[src/rtl/iq_tx_framer.sv]
// iq_tx_framer: buffers I/Q samples and paces them onto serializer frame slots,
// one sample per (cfg_skip+2) slots, with zero, end and underrun frames.
module iq_tx_framer #(
  parameter int SAMPLE_W   = 13,
  parameter int FIFO_DEPTH = 16,
  parameter int DIV_W      = 4
) (
  input  logic                          clk,
  input  logic                          reset_n,
  input  logic                          slot_strobe,
  input  logic                          s_valid,
  output logic                          s_ready,
  input  logic [SAMPLE_W-1:0]           s_i,
  input  logic [SAMPLE_W-1:0]           s_q,
  input  logic                          s_last,
  input  logic                          start,
  input  logic                          abort,
  input  logic [DIV_W-1:0]              cfg_skip,
  input  logic                          cfg_cw,
  output logic [31:0]                   tx_data,
  output logic                          busy,
  output logic                          done,
  output logic                          underrun,
  output logic [$clog2(FIFO_DEPTH):0]   fifo_level
);
  localparam int AW = $clog2(FIFO_DEPTH);
  localparam logic [31:0] END_FRAME = 32'h8000_4000;
  typedef enum logic [1:0] {S_IDLE, S_WAIT, S_SEND, S_TAIL} state_t;
  state_t state;
  logic [2*SAMPLE_W:0] mem [FIFO_DEPTH];
  logic [AW-1:0] wr_ptr, rd_ptr;
  logic [DIV_W-1:0] cnt, skip_l;
  logic start_pending, abort_pending, last_l;
  logic push, pop, empty, ab, at_sample;
  logic hlast;
  logic [SAMPLE_W-1:0] hi, hq;
  logic [12:0] i13, q13;
  logic [31:0] frame;
  assign {hlast, hi, hq} = mem[rd_ptr];
  assign empty     = fifo_level == '0;
  assign s_ready   = !fifo_level[AW];
  assign push      = s_valid && s_ready;
  assign ab        = abort_pending || abort;
  assign at_sample = state == S_WAIT && !ab && cnt == skip_l;
  assign pop       = slot_strobe && at_sample && !empty;
  assign busy      = state != S_IDLE;
  // samples are left-justified into the 13-bit rails
  assign i13   = cfg_cw ? 13'h0fff : 13'(hi) << (13 - SAMPLE_W);
  assign q13   = cfg_cw ? 13'h0fff : 13'(hq) << (13 - SAMPLE_W);
  assign frame = empty ? 32'h8001_4000 : {2'b10, i13, 1'b1, 2'b01, q13, 1'b0};
  always_ff @(posedge clk)
    if (push) mem[wr_ptr] <= {s_last, s_i, s_q};
  always_ff @(posedge clk or negedge reset_n)
    if (!reset_n) begin
      wr_ptr     <= '0;
      fifo_level <= '0;
    end else begin
      if (push) wr_ptr <= wr_ptr + 1'b1;
      fifo_level <= fifo_level + {{AW{1'b0}}, push} - {{AW{1'b0}}, pop};
    end
  always_ff @(posedge clk or negedge reset_n)
    if (!reset_n) begin
      state         <= S_IDLE;
      tx_data       <= '0;
      done          <= 1'b0;
      underrun      <= 1'b0;
      start_pending <= 1'b0;
      abort_pending <= 1'b0;
      cnt           <= '0;
      skip_l        <= '0;
      last_l        <= 1'b0;
      rd_ptr        <= '0;
    end else begin
      done <= 1'b0;
      if (pop) rd_ptr <= rd_ptr + 1'b1;
      if (state == S_IDLE && start) begin
        start_pending <= 1'b1;
        underrun      <= 1'b0;
      end
      if (abort && (state == S_WAIT || state == S_SEND)) abort_pending <= 1'b1;
      if (slot_strobe)
        case (state)
          S_IDLE: begin
            tx_data <= '0;
            if (start_pending) begin
              cnt           <= '0;
              skip_l        <= cfg_skip;
              start_pending <= 1'b0;
              state         <= S_WAIT;
            end
          end
          S_WAIT:
            if (ab) begin
              tx_data       <= END_FRAME;
              abort_pending <= 1'b0;
              state         <= S_TAIL;
            end else if (at_sample) begin
              tx_data <= frame;
              last_l  <= !empty && hlast;
              if (empty) underrun <= 1'b1;
              state   <= S_SEND;
            end else begin
              cnt     <= cnt + 1'b1;
              tx_data <= '0;
            end
          S_SEND:
            if (ab || last_l) begin
              tx_data       <= END_FRAME;
              abort_pending <= 1'b0;
              state         <= S_TAIL;
            end else begin
              tx_data <= '0;
              cnt     <= '0;
              state   <= S_WAIT;
            end
          default: begin
            tx_data       <= '0;
            done          <= 1'b1;
            abort_pending <= 1'b0;
            state         <= S_IDLE;
          end
        endcase
    end
endmodule
[config.mk]
export PLATFORM = sky130hd
export DESIGN_NAME = iq_tx_framer
export DESIGN_NICKNAME = d
export VERILOG_FILES = /design/src/rtl/iq_tx_framer.sv
export SDC_FILE = /design/constraint.sdc
export NUM_CORES = 1
export LEC_CHECK = 0
export ABC_AREA = 1
export ABC_CLOCK_PERIOD_IN_PS = 8760
export CORE_MARGIN = 5
export CORE_UTILIZATION = 35
export CTS_CLUSTER_DIAMETER = 80
export DETAILED_ROUTE_END_ITERATION = 8
export PLACE_DENSITY = 0.56
export SYNTH_ARGS = -nofsm -noshare
export SYNTH_HDL_FRONTEND = slang
export SYNTH_SLANG_ARGS = --single-unit
[constraint.sdc]
create_clock -name clk -period 8.76 [get_ports clk]
set_input_delay 0.876 -clock clk [delete_from_list [all_inputs] [get_ports clk]]
set_output_delay 0.876 -clock clk [all_outputs]
set_load 0.01 [all_outputs]
# Word level (Yosys, flattened, before mapping)

Memory sizes are Yosys's and may differ from the RTL's.
Index checks and enable logic that the tools add are counted.
Widths: inputs -> output; s select.

Register bits: 60
Bits in writable memories: 432
Input bits: 38
Output and inout port bits: 41
Logic and storage cells: 86
Memories: 1

Memories:

| memory | words | bits a word | rd ports | clocked after memory_dff | wr ports | line | RTL |
|---|---|---|---|---|---|---|---|
| mem    | 16    | 27          | 1        | 0                        | 1        | 30   | `logic [2*SAMPLE_W:0] mem [FIFO_DEPTH];` |

Add/subtract/negate cells: 5
Equality and inequality tests: 8
Muxes and demuxes: 36
Bitwise operators: 1
Reductions and logical operators: 23

Operators by type and width:

| cell                | number |
|---|---|
| $mux 32             | 3 |
| $pmux 32 s2         | 1 |
| $mux 30             | 1 |
| $mux 13             | 2 |
| $mux 1              | 18 |
| $mux 4              | 4 |
| $add 4x1->4 const B | 3 |
| $pmux 4 s3          | 1 |
| $logic_and 1x1->1   | 8 |
| $mux 2              | 4 |
| $ne 2x2->1 const B  | 4 |
| $pmux 2 s3          | 1 |
| $reduce_and 3->1    | 2 |
| $reduce_and 6->1    | 1 |
| $add 5x1->5         | 1 |
| $logic_not 5->1     | 1 |
| $sub 5x1->5         | 1 |
| $eq 4x4->1          | 1 |
| $reduce_and 4->1    | 1 |
| $logic_not 1->1     | 3 |
| $logic_or 1x1->1    | 3 |
| $ne 3x3->1 const B  | 1 |
| $pmux 1 s3          | 1 |
| $reduce_bool 3->1   | 1 |
| other kinds (6)     | 6 |

# Depth between registers and ports, before layout

Gate-level depths: netlist (run 1).

Depth after elaboration: 8
Gate-level depth with buffers: 14
Depth with buffers taken out: 14

# Worst setup path before layout (run 1)

OpenSTA, ideal clock, no wires.

Path kind: input port to flip-flop
Start point: input port abort
End point: register fifo_level[4]
Library setup time: 0.128 ns
Arrival time: 2.958 ns
Data required time: 8.632 ns
Path slack: 5.674 ns
Cell stages on the path: 13
Buffers on the path: 0
Path through: nor2_2 > inv_1 > nor2_1 > nand4_2 > nor2_2 > ha_1 > inv_1 > ha_1 > inv_1 > fa_1 > o21ai_0 > a21oi_1 > xor2_1

Longest elaborated chain between the ends: 7

Ends and longest elaborated chain:

| item                           | line | RTL |
|---|---|---|
| start: declaration             | 17   | `input logic abort,` |
| $logic_or 1x1->1               | 43   | `assign ab = abort_pending \|\| abort;` |
| $logic_not 1->1                | 44   | `assign at_sample = state == S_WAIT && !ab && cnt == skip_l;` |
| $logic_and 1x1->1 (2 in a row) | 44   |  |
| $logic_and 1x1->1 (2 in a row) | 45   | `assign pop = slot_strobe && at_sample && !empty;` |
| net pop                        | 34   | `logic push, pop, empty, ab, at_sample;` |
| $sub 5x1->5                    | 59   | `fifo_level <= fifo_level + {{AW{1'b0}}, push} - {{AW{1'b0}}, pop};` |
| end signal: assignment         | 59   |  |
| end: declaration               | 24   | `output logic [$clog2(FIFO_DEPTH):0] fifo_level` |

The timed path passes the listed nets, and every way through them passes these cells.
A chain may end at the register's enable or synchronous reset.

# Worst setup path in the final report (run 1)

Ends and elaborated chain as after synthesis.

==> key figures, run 1 <==
Outcome
  • Status: finished, final reports clean

STA
  • RSZ-0062 raised after global routing: no
  • Clock period minus worst slack: approximately 3.4 ns
  • Fmax achieved: approximately 0.3 GHz
  • Final Cycle Share: 0.387
  • Worst slew pin tran: 1.20 ns
  • Worst setup margin: about 5.4 ns
  • TNS Setup: 0 ns
  • Setup Skew: roughly 0.024 ns
  • Fin. max-slew vios: 0
  • Setup-failing EPs final: 0
  • Hold WS: around 0.41 ns
  • Rel. slew slack: 0.196
  • Final Hold Vio Count: 0

Setup path
  • Largest stage delay on the critical path: 0.47 ns
  • Reg2Reg Setup Slack: approximately 5.4 ns
  • Data arrival, critical path: ~3.9 ns
  • Crit path kind: input pin to flop
  • Reg2reg start: state[1]
  • Most Frequent Cell on Critical Path: inv_1
  • Req. time, crit path: 9.23 ns
  • Worst Setup Start Kind: input pin
  • Critical path fanouts, max: 10
  • Slowest CP cell: nor2_2
  • Cells along the critical path: clkdlybuf4s50_1, nor2_2, inv_1, nor2_1, nand4_2, nor2_2, ha_1, inv_1, ha_1, inv_1, fa_1, o21ai_0, a21oi_1, xor2_1
  • Reg-to-reg endpoint: fifo_level[4]
  • Register-to-Register Path Depth: 14
  • CP endpoint kind: flop

CTS
  • Setup Buffers After CTS: 0
  • Cts hold-fix bufs: 0
  • CTS tree: built
  • Root buffer cell: clkbuf_16
  • Clock Path Buffers: 3
  • H-tree depth: 2
  • Num CTS Buffers: 53
  • Worst-Skew Late Latency: between 0.5 and 0.6 ns
  • CTS sink count: a little under 500
  • CTS resizes: 0
  • Worst-path clk slew: roughly 0.06 ns

Logic synthesis
  • Syn Area/Cell: approximately 12 µm²
  • Yosys reg bits: approximately 490
  • Yosys top cell area share: 0.652
  • Post-Synthesis Cells: ~1700
  • EDFF count, synth: 432
  • Area of the mapped netlist: 19900 µm²
  • Cell accounting for the most synthesized area: edfxtp_1
  • Asr flop ratio synth: 0.115
  • Synth warn: 0
  • Sequential fraction of the synthesis area: 0.723
  • Top FF cell, synth: edfxtp_1
  • Dominant cells by area after synthesis: edfxtp_1 (65%), nand2_1 (8.0%), dfrtp_1 (7.0%)
  • Number of distinct library cells after synthesis: 32

Power
  • Max IR drop VDD: around 0.00021 V
  • Seq pwr share: 0.421
  • Combinational share of power: 0.247
  • Clock power share: 0.332
  • Switching part of the total: 0.321
  • Leakage: 8.45 nW
  • Design Power: 6.67 mW
  • Net Sw Power: between 2 and 2.5 mW
  • P per Cell Area: between 200 and 300 nW/µm²
  • Cell-internal power: approximately 4.5 mW

GRT
  • Pin count of the biggest net entering global routing: between 200 and 250
  • Initial antenna violation count: 1
  • First-pass GRT wire length: around 76000 µm
  • Overflow after GRT: 0
  • Vias in the first global route: ~13000
  • Gr usage total: 0.161

Die
  • Core area: approximately 56000 µm²
  • Die area: roughly 62000 µm²
  • I/O pins: slightly below 80
  • Chip height: between 200 and 250 µm
  • Die width: 248 µm
  • Initial Util: 0.353
  • Rows: between 80 and 90

Cells and area
  • Ant. Diodes: 0
  • Final instance area: roughly 23000 µm²
  • P&R area growth vs syn: 16.6%
  • Share of cells above drive strength 1: 0.0718
  • Core Util, Final: 0.411
  • Nets: approximately 1800
  • Fin cells: around 2600
  • Leading cell type in the layout, fill and taps excluded: edfxtp_1
  • Most frequent cells in the layout: edfxtp_1 (432), nand2_1 (425), nor2_1 (191)

Drt
  • Routed len/inst: between 15 and 20 µm
  • Starting DRT DRC Count: 1072
  • Drc violations: 0
  • Post-route ant nets: 0
  • Vias: 12700
  • Drt pass-1 iters: 5
  • Final WL: ~50000 µm
  • Vias/cell: about 4.9

Place
  • Placed Area: 21400 µm²
  • Pre-CTS setup slack: 4.73 ns
  • RePlAce Congestion: 0.781
  • Number of cells after detailed placement: around 2500
  • DP Wirelength: about 25000 µm
  • IO buf count: 75

Min path
  • Hold Path Class: input pin to asynchronous set/reset pin

Flow run
  • Max cap viols: 0
==> worst max-delay path, delay by kind of cell <==
family / cells / cell delay, ns
AO/OA/AOI/OAI: 2 / 0.33
XOR/XNOR: 1 / 0.15
adder cells (fa/ha/maj): 3 / 0.90
buffers and inverters: 4 / 0.63
AND/OR/NAND/NOR: 4 / 0.98
==> layout make-up <==
type,instances,area [µm²]
clock inverter,23,221
fill,5340,33200
inverter,69,262
multi-input combinational,1059,4930
clock buffer,76,1530
sequential,488,14400
timing repair buffer,96,918
tap,756,946
==> registers in the layout, summed over array words and instances, names as in the netlist <==
signal and flops:
abort_pending 1, cnt 4, done 1, fifo_level 5, last_l 1, mem 432, rd_ptr 4, skip_l 4
start_pending 1, state 2, tx_data 28, underrun 1, wr_ptr 4
==> cells by family after synthesis <==
| family | count (synthesis) | synth area share |
|---|---|---|
| AND/OR/NAND/NOR | 811 | 0.166 |
| AO/OA/AOI/OAI | 213 | 0.0574 |
| XOR/XNOR | 12 | 0.00529 |
| flip-flops | 488 | 0.723 |
| multiplexers | 2 | 0.00113 |
| adder cells (fa/ha/maj) | 18 | 0.0117 |
| other | 1 | 0.000189 |
| buffers and inverters | 160 | 0.0356 |
==> how the worst max path moves through the flow <==
stage                         end  slack [ns]      from
floorplan           fifo_level[4]        5.67     abort
global placement    fifo_level[4]        4.86     abort
global route        fifo_level[4]        5.14  state[1]
detailed placement  fifo_level[4]        4.73     abort
CTS                 fifo_level[4]        5.37  state[1]
finish              fifo_level[4]        5.37     abort
==> power groups by stage <==
stage	combinational, mW	clock (mW)	sequential, mW
finish	1.65	2.21	2.81
global route	1.86	2.36	2.83
CTS	1.66	2.26	2.81
detailed placement	1.65	0	2.86
global placement	1.64	0	2.85
floorplan	1.14	0	2.83
==> cells in the mapped netlist (2+ instances only) <==
library cell / n
mux2_2: 2
nor2_1: 207
buf_2: 34
nand4_1: 3
clkbuf_1: 39
inv_1: 61
or2_2: 2
a21oi_1: 83
o21ai_0: 100
nor2_2: 3
nand3_1: 165
o211ai_1: 29
buf_4: 9
buf_6: 4
dfrtp_1: 56
buf_1: 5
ha_1: 17
edfxtp_1: 432
nand2_1: 425
clkinv_1: 3
inv_2: 5
xor2_1: 11
==> routing by layer <==
| metal | vias up | track usage | routed length, µm |
|---|---|---|---|
| met3 | 79 | 0.0293 | 2890 |
| met1 | 6190 | 0.216 | 21700 |
| met4 | 2 | 0.0485 | 1120 |
| met2 | 359 | 0.270 | 24400 |
| met5 | - | 0 | 7 |
| li1 | 6031 | - | - |
No activity file was read; power rests on OpenSTA's default activity.
==> run 2: changes to the inputs <==
ABC_CLOCK_PERIOD_IN_PS = 3100   (was 8760)
PLACE_DENSITY = 0.58   (was 0.56)
clock period = 3.1 ns   (was 8.76 ns; I/O delays follow)
==> key figures, run 2 (synthesized netlist as in run 1, its figures left out) <==
Drt
  • Routed len/inst: 19.2 µm (-1.7%)
  • Vias: 12600 (-0.35%)
  • Met3 wire len: 2370 µm (-18%)
  • Final WL: 49600 µm (-0.90%)
  • Starting DRT DRC Count: 1030 (-3.9%)
  • Wire length on met2: 24400 µm (+0.12%)
  • M1 wire length: 21700 µm (about the same)
  • Drt pass-1 iters: 5 (unchanged)
  • Post-route ant nets: 0 (unchanged)
  • Top layer used by detailed routing: met4
  • Drc violations: 0 (unchanged)
  • Vias/cell: 4.88 (-1.1%)

STA
  • Worst setup margin: 0.271 ns (-5.10 ns)
  • Setup-failing EPs final: 0 (unchanged)
  • Setup Skew: 0.0154 ns (-0.00897 ns)
  • RSZ-0062 raised after global routing: no
  • Clock period minus worst slack: 2.83 ns
  • Fin. max-slew vios: 0 (unchanged)
  • TNS Setup: 0 ns (unchanged)
  • Fmax achieved: roughly 0.35 GHz
  • Final Hold Vio Count: 0 (unchanged)
  • Final Cycle Share: 0.913
  • Rel. slew slack: 0.322 (+0.125)
  • Worst slew pin tran: 1.01 ns (-0.191 ns)

Cells and area
  • Largest register by flop count: mem
  • Final instance area: 23400 µm² (+0.89%)
  • Most frequent cells in the layout: edfxtp_1 (432), nand2_1 (425), nor2_1 (191)
  • P&R area growth vs syn: 17.6%
  • Max FFs per register: 432 (unchanged)
  • Largest registers: mem x432, tx_data x28, fifo_level x5
  • Area of the multi-input gates: 4930 µm² (about the same)
  • Nets: 1847 (+1.3%)
  • Ant. Diodes: 0 (unchanged)
  • Leading cell type in the layout, fill and taps excluded: edfxtp_1
  • Core Util, Final: 0.415 (+0.00364)
  • FF+latch area: 14400 µm² (unchanged)
  • # fillers: 5343 (+0.056%)
  • Share of cells above drive strength 1: 0.0803 (+0.00850)

Setup path
  • Worst Setup Start Kind: flop
  • Most Frequent Cell on Critical Path: inv_1
  • Critical path fanouts, max: 5 (-5)
  • CP endpoint kind: flop
  • Data arrival, critical path: 3.29 ns (-0.56 ns)
  • Req. time, crit path: 3.56 ns (-5.67 ns)
  • Cells along the critical path: inv_1, ha_2, inv_1, nor2_1, nand4_2, nor2_2, ha_1, inv_1, ha_1, inv_1, fa_1, o21ai_1, a21oi_1, xor2_1
  • Worst path bufs/invs: 4 (unchanged)
  • Largest stage delay on the critical path: 0.44 ns (-0.03 ns)
  • Reg2reg start: state[1]
  • Crit path kind: flop to flop
  • Top delay family on crit path: adder cells
  • CP startpoint: state[1]
  • Slowest CP cell: dfrtp_1

Power
  • P per Cell Area: 790 nW/µm² (+170%)
  • Max IR drop VDD: 0.000565 V (+170%)
  • Switching part of the total: 0.328 (+0.00714)
  • Net Sw Power: 6.07 mW (+180%)
  • Combinational share of power: 0.266 (+0.019)
  • Clock power share: 0.306 (-0.026)
  • Leakage: 8.54 nW (+1.1%)
  • Cell-internal power: 12.4 mW (+170%)
  • Seq pwr share: 0.428 (+0.007)
  • Design Power: 18.5 mW (+180%)

Min path
  • Hold Path Class: input pin to asynchronous set/reset pin

GRT
  • Pin count of the biggest net entering global routing: 177 (-15%)
  • Vias in the first global route: 12400 (-1.1%)
  • Initial antenna violation count: 0 (-1)
  • Gr usage total: 0.160 (-0.000975)
  • First-pass GRT wire length: 75900 µm (-0.15%)
  • Overflow after GRT: 0 (unchanged)

CTS
  • Root buffer cell: clkbuf_16
  • CTS sink count: 488 (unchanged)
  • Clock Path Buffers: 3 (unchanged)
  • Worst-path clk slew: 0.06 ns (about the same)
  • Num CTS Buffers: 52 (-1.9%)
  • CTS tree: built
  • H-tree depth: 2 (unchanged)
  • Worst-Skew Late Latency: 0.59 ns (about the same)

Die
  • Initial Util: 0.353 (unchanged)
  • Chip height: 248 µm (unchanged)
  • Rows: 87 (unchanged)
  • Core area: 56400 µm² (unchanged)
  • Die area: 61700 µm² (unchanged)
  • I/O pins: 79 (unchanged)
  • Die width: 248 µm (unchanged)

Place
  • DP Wirelength: 28900 µm (+13%)
  • Pre-CTS setup slack: 0.163 ns (-4.56 ns)
  • Placed Area: 21800 µm² (+1.9%)
  • RePlAce Congestion: 0.790 (+1.2%)
  • IO buf count: 75 (unchanged)

Outcome
  • Status: finished, final reports clean

Flow run
  • Max cap viols: 0 (unchanged)
==> run 2: changes by cell type in the layout (fill, tap and decap cells not counted), sizes merged, moves of 2 or more <==
cell	before	now
clkinv	17	22
clkinvlp	3	1
inv	68	66
buf	22	46
clkbuf	76	74
bufinv	4	0
==> run 2: power groups by stage <==
stage,combinational (mW),sequential (mW),clock [mW]
after floorplan,3.22,7.99,0
after global placement,4.90,8.01,0
after detailed placement,4.96,8.03,0
after CTS,4.99,7.90,5.79
after global routing,5.52,7.94,6.08
final,4.92,7.90,5.65
==> run 2: per-layer routing <==
metal / vias up / global-route usage
met5: - / 0
met4: 0 / 0.0466
met3: 74 / 0.0235
met2: 324 / 0.270
met1: 6152 / 0.218
li1: 6067 / -
==> run 2: cell type report <==
type | instances | share of cell area
clock inverters | 20 | 0.00391
clock buffers | 74 | 0.0618
flip-flops and latches | 488 | 0.615
multi-input cells | 1059 | 0.211
repair buffers | 121 | 0.0569
inverters | 69 | 0.0112
well taps | 756 | 0.0404
==> run 2: path summary, 6_finish.rpt <==
| path | endpoint | slack, ns | depth (start not counted) |
|---|---|---|---|
| max in group asynchronous | tx_data[3] | 2.03 | 3 |
| worst max-delay path | fifo_level[4] | 0.27 | 14 |
| worst max register to register | fifo_level[4] | 0.27 | 14 |
| min in group clk | skip_l[0] | 0.34 | 3 |
| worst min-delay path | done | 0.31 | 2 |
| worst min register to register | tx_data[21] | 0.48 | 2 |
==> run 2: metrics by stage <==
step	std cells	hold WS, ns
2_1_floorplan	1707	0.0144
6_report	2587	0.312
3_5_place_dp	2492	0.403
5_1_grt	2587	0.344
4_1_cts	2587	0.320
3_3_place_gp	2492	0.408
==> run 2: worst reg2reg max path: stages, from the launching register on <==
cell     delay (ns)
dfrtp_1        0.44
inv_1          0.14
ha_2           0.25
inv_1          0.08
nor2_1         0.17
nand4_2        0.16
nor2_2         0.13
ha_1           0.24
inv_1          0.06
ha_1           0.16
inv_1          0.06
fa_1           0.43
o21ai_1        0.15
a21oi_1        0.09
xor2_1         0.15
==> run 2: timing repair <==
action / in CTS / in global routing
setup endpoints to repair: 0 / 1
hold buffers: 1 / 0
setup buffers: 0 / 0
hold endpoints to repair: 28 / 0
gates resized for setup: 0 / 2
==> run 3: changes to the inputs <==
CORE_ASPECT_RATIO = 1.75   (was unset)
==> key figures, run 3 (synthesized netlist as in run 1, its figures left out) <==
Setup path
  • Cells along the critical path: inv_1, ha_4, inv_1, nor2_2, nand4_4, nor2_4, ha_1, inv_1, ha_1, inv_1, fa_1, o21ai_0, a21oi_1, xor2_1
  • Req. time, crit path: 3.53 ns (-0.03 ns)
  • CP endpoint kind: flop
  • Slowest CP cell: dfrtp_1
  • Worst Setup Start Kind: flop
  • Largest stage delay on the critical path: 0.43 ns (about the same)
  • Crit path kind: flop to flop
  • Most Frequent Cell on Critical Path: inv_1
  • Data arrival, critical path: 3.28 ns (about the same)
  • Critical path fanouts, max: 5 (unchanged)

STA
  • Worst slew pin tran: 1.05 ns (+0.0421 ns)
  • Fin. max-slew vios: 0 (unchanged)
  • Setup Skew: 0.0159 ns (+0.000513 ns)
  • Clock period minus worst slack: 2.85 ns (+0.0190 ns)
  • Rel. slew slack: 0.294 (-0.0283)
  • Final Cycle Share: 0.919 (+0.00612)
  • Final Hold Vio Count: 0 (unchanged)
  • Setup-failing EPs final: 0 (unchanged)
  • RSZ-0062 raised after global routing: no
  • Fmax achieved: 0.351 GHz (-0.67%)

Die
  • Chip height: 325 µm (+31%)
  • I/O pins: 79 (unchanged)
  • Die area: 61900 µm² (+0.30%)
  • Core area: 56300 µm² (-0.22%)
  • Rows: 115 (+32%)
  • Die width: 190 µm (-23%)
  • Initial Util: 0.353 (+0.000792)

Cells and area
  • Fin cells: 2578 (-0.35%)
  • Most frequent cells in the layout: edfxtp_1 (432), nand2_1 (425), nor2_1 (190)
  • Leading cell type in the layout, fill and taps excluded: edfxtp_1
  • # fillers: 5148 (-3.6%)
  • Ant. Diodes: 0 (unchanged)
  • Largest registers: mem x432, tx_data x28, fifo_level x5
  • P&R area growth vs syn: 17.2%
  • Max FFs per register: 432 (unchanged)
  • Share of cells above drive strength 1: 0.0798 (-0.000526)
  • Nets: 1840 (-0.38%)
  • Largest register by flop count: mem
  • Area of the multi-input gates: 4960 µm² (+0.53%)
  • FF+latch area: 14400 µm² (unchanged)

CTS
  • Worst-Skew Late Latency: 0.56 ns (-0.03 ns)
  • Clock Path Buffers: 3 (unchanged)
  • Worst-path clk slew: 0.06 ns (about the same)
  • CTS sink count: 488 (unchanged)
  • H-tree depth: 2 (unchanged)
  • Num CTS Buffers: 44 (-15%)
  • Root buffer cell: clkbuf_16
  • CTS tree: built

GRT
  • Vias in the first global route: 13100 (+5.2%)
  • Pin count of the biggest net entering global routing: 118 (-33%)
  • First-pass GRT wire length: 78300 µm (+3.2%)
  • Initial antenna violation count: 2 (+2)
  • Overflow after GRT: 0 (unchanged)
  • Gr usage total: 0.165 (+0.00442)

Min path
  • Hold Path Class: input pin to flop

Place
  • IO buf count: 75 (unchanged)
  • DP Wirelength: 30000 µm (+3.7%)
  • RePlAce Congestion: 0.800 (+1.2%)
  • Number of cells after detailed placement: 2497 (+0.20%)

Drt
  • Vias: 12800 (+1.8%)
  • Routed len/inst: 20.0 µm (+4.4%)
  • Starting DRT DRC Count: 735 (-29%)
  • Final WL: 51700 µm (+4.1%)
  • Drc violations: 0 (unchanged)
  • Drt pass-1 iters: 5 (unchanged)
  • Post-route ant nets: 0 (unchanged)
  • Vias/cell: 4.98 (+2.1%)

Outcome
  • Status: finished, final reports clean

Power
  • Design Power: 18.5 mW (about the same)
  • Max IR drop VDD: 0.000499 V (-12%)
  • P per Cell Area: 794 nW/µm² (+0.45%)
  • Leakage: 8.50 nW (-0.47%)

Flow run
  • Max cap viols: 0 (unchanged)
==> run 3: stage by stage <==
step | setup TNS, ns | area (µm²) | setup slack, ns | hold WS (ns) | util
after CTS | 0 | 23300 | 0.0287 | 0.342 | 0.414
after floorplan | 0 | 19900 | 0.294 | 0.0144 | -
after detailed placement | -0.0201 | 21800 | -0.0201 | 0.467 | 0.387
final | 0 | 23300 | 0.252 | 0.374 | 0.414
after global placement | 0 | 21800 | 0.129 | 0.465 | 0.387
after global routing | 0 | 23300 | 0.0151 | 0.373 | 0.414
==> run 3: report_power, final <==
part           internal (mW)  switching (mW)
clock network           3.24            2.37
logic                   1.53            3.39
registers               7.66           0.316
==> run 3: final cells by class <==
class | instances | share of cell area
Timing Repair Buffer | 122 | 0.0549
Clock inverter | 19 | 0.00977
Sequential cell | 488 | 0.617
Multi-Input combinational cell | 1059 | 0.213
Tap cell | 760 | 0.0408
Clock buffer | 61 | 0.0535
Inverter | 69 | 0.0112
==> run 3: path summary, 6_finish.rpt <==
kind / slack, ns / start / to / cells after the start
max reg2reg: 0.25 / state[1] / fifo_level[4] / 14
min in group asynchronous: 0.39 / reset_n / skip_l[1] / 2
max: 0.25 / state[1] / fifo_level[4] / 14
min: 0.37 / cfg_skip[3] / skip_l[3] / 2
max in group asynchronous: 1.99 / reset_n / rd_ptr[0] / 2
min reg2reg: 0.48 / tx_data[13] / tx_data[13] / 2
==> run 3: worst max-delay path: cells and delay by family (launching register included) <==
family / cells / cell delay (ns)
adders and majority gates: 4 / 0.99
and+or+nand+nor: 3 / 0.53
DFF: 1 / 0.43
buffers and inverters: 4 / 0.34
AOI/OAI and AO/OA: 2 / 0.29
xor gates and xnor gates: 1 / 0.16
==> run 3: timing repair <==
action,in CTS,in global routing
hold endpoints to repair,56,0
resized for setup,0,5
hold buffers,1,0
endpoints found under the setup margin,0,1
setup buffers,0,0
==> run 3: per-layer routing <==
layer  share of wire  track usage
met1            0.38        0.195
met2            0.54        0.305
met3           0.054       0.0248
met4           0.025       0.0498
met5         0.00039            0
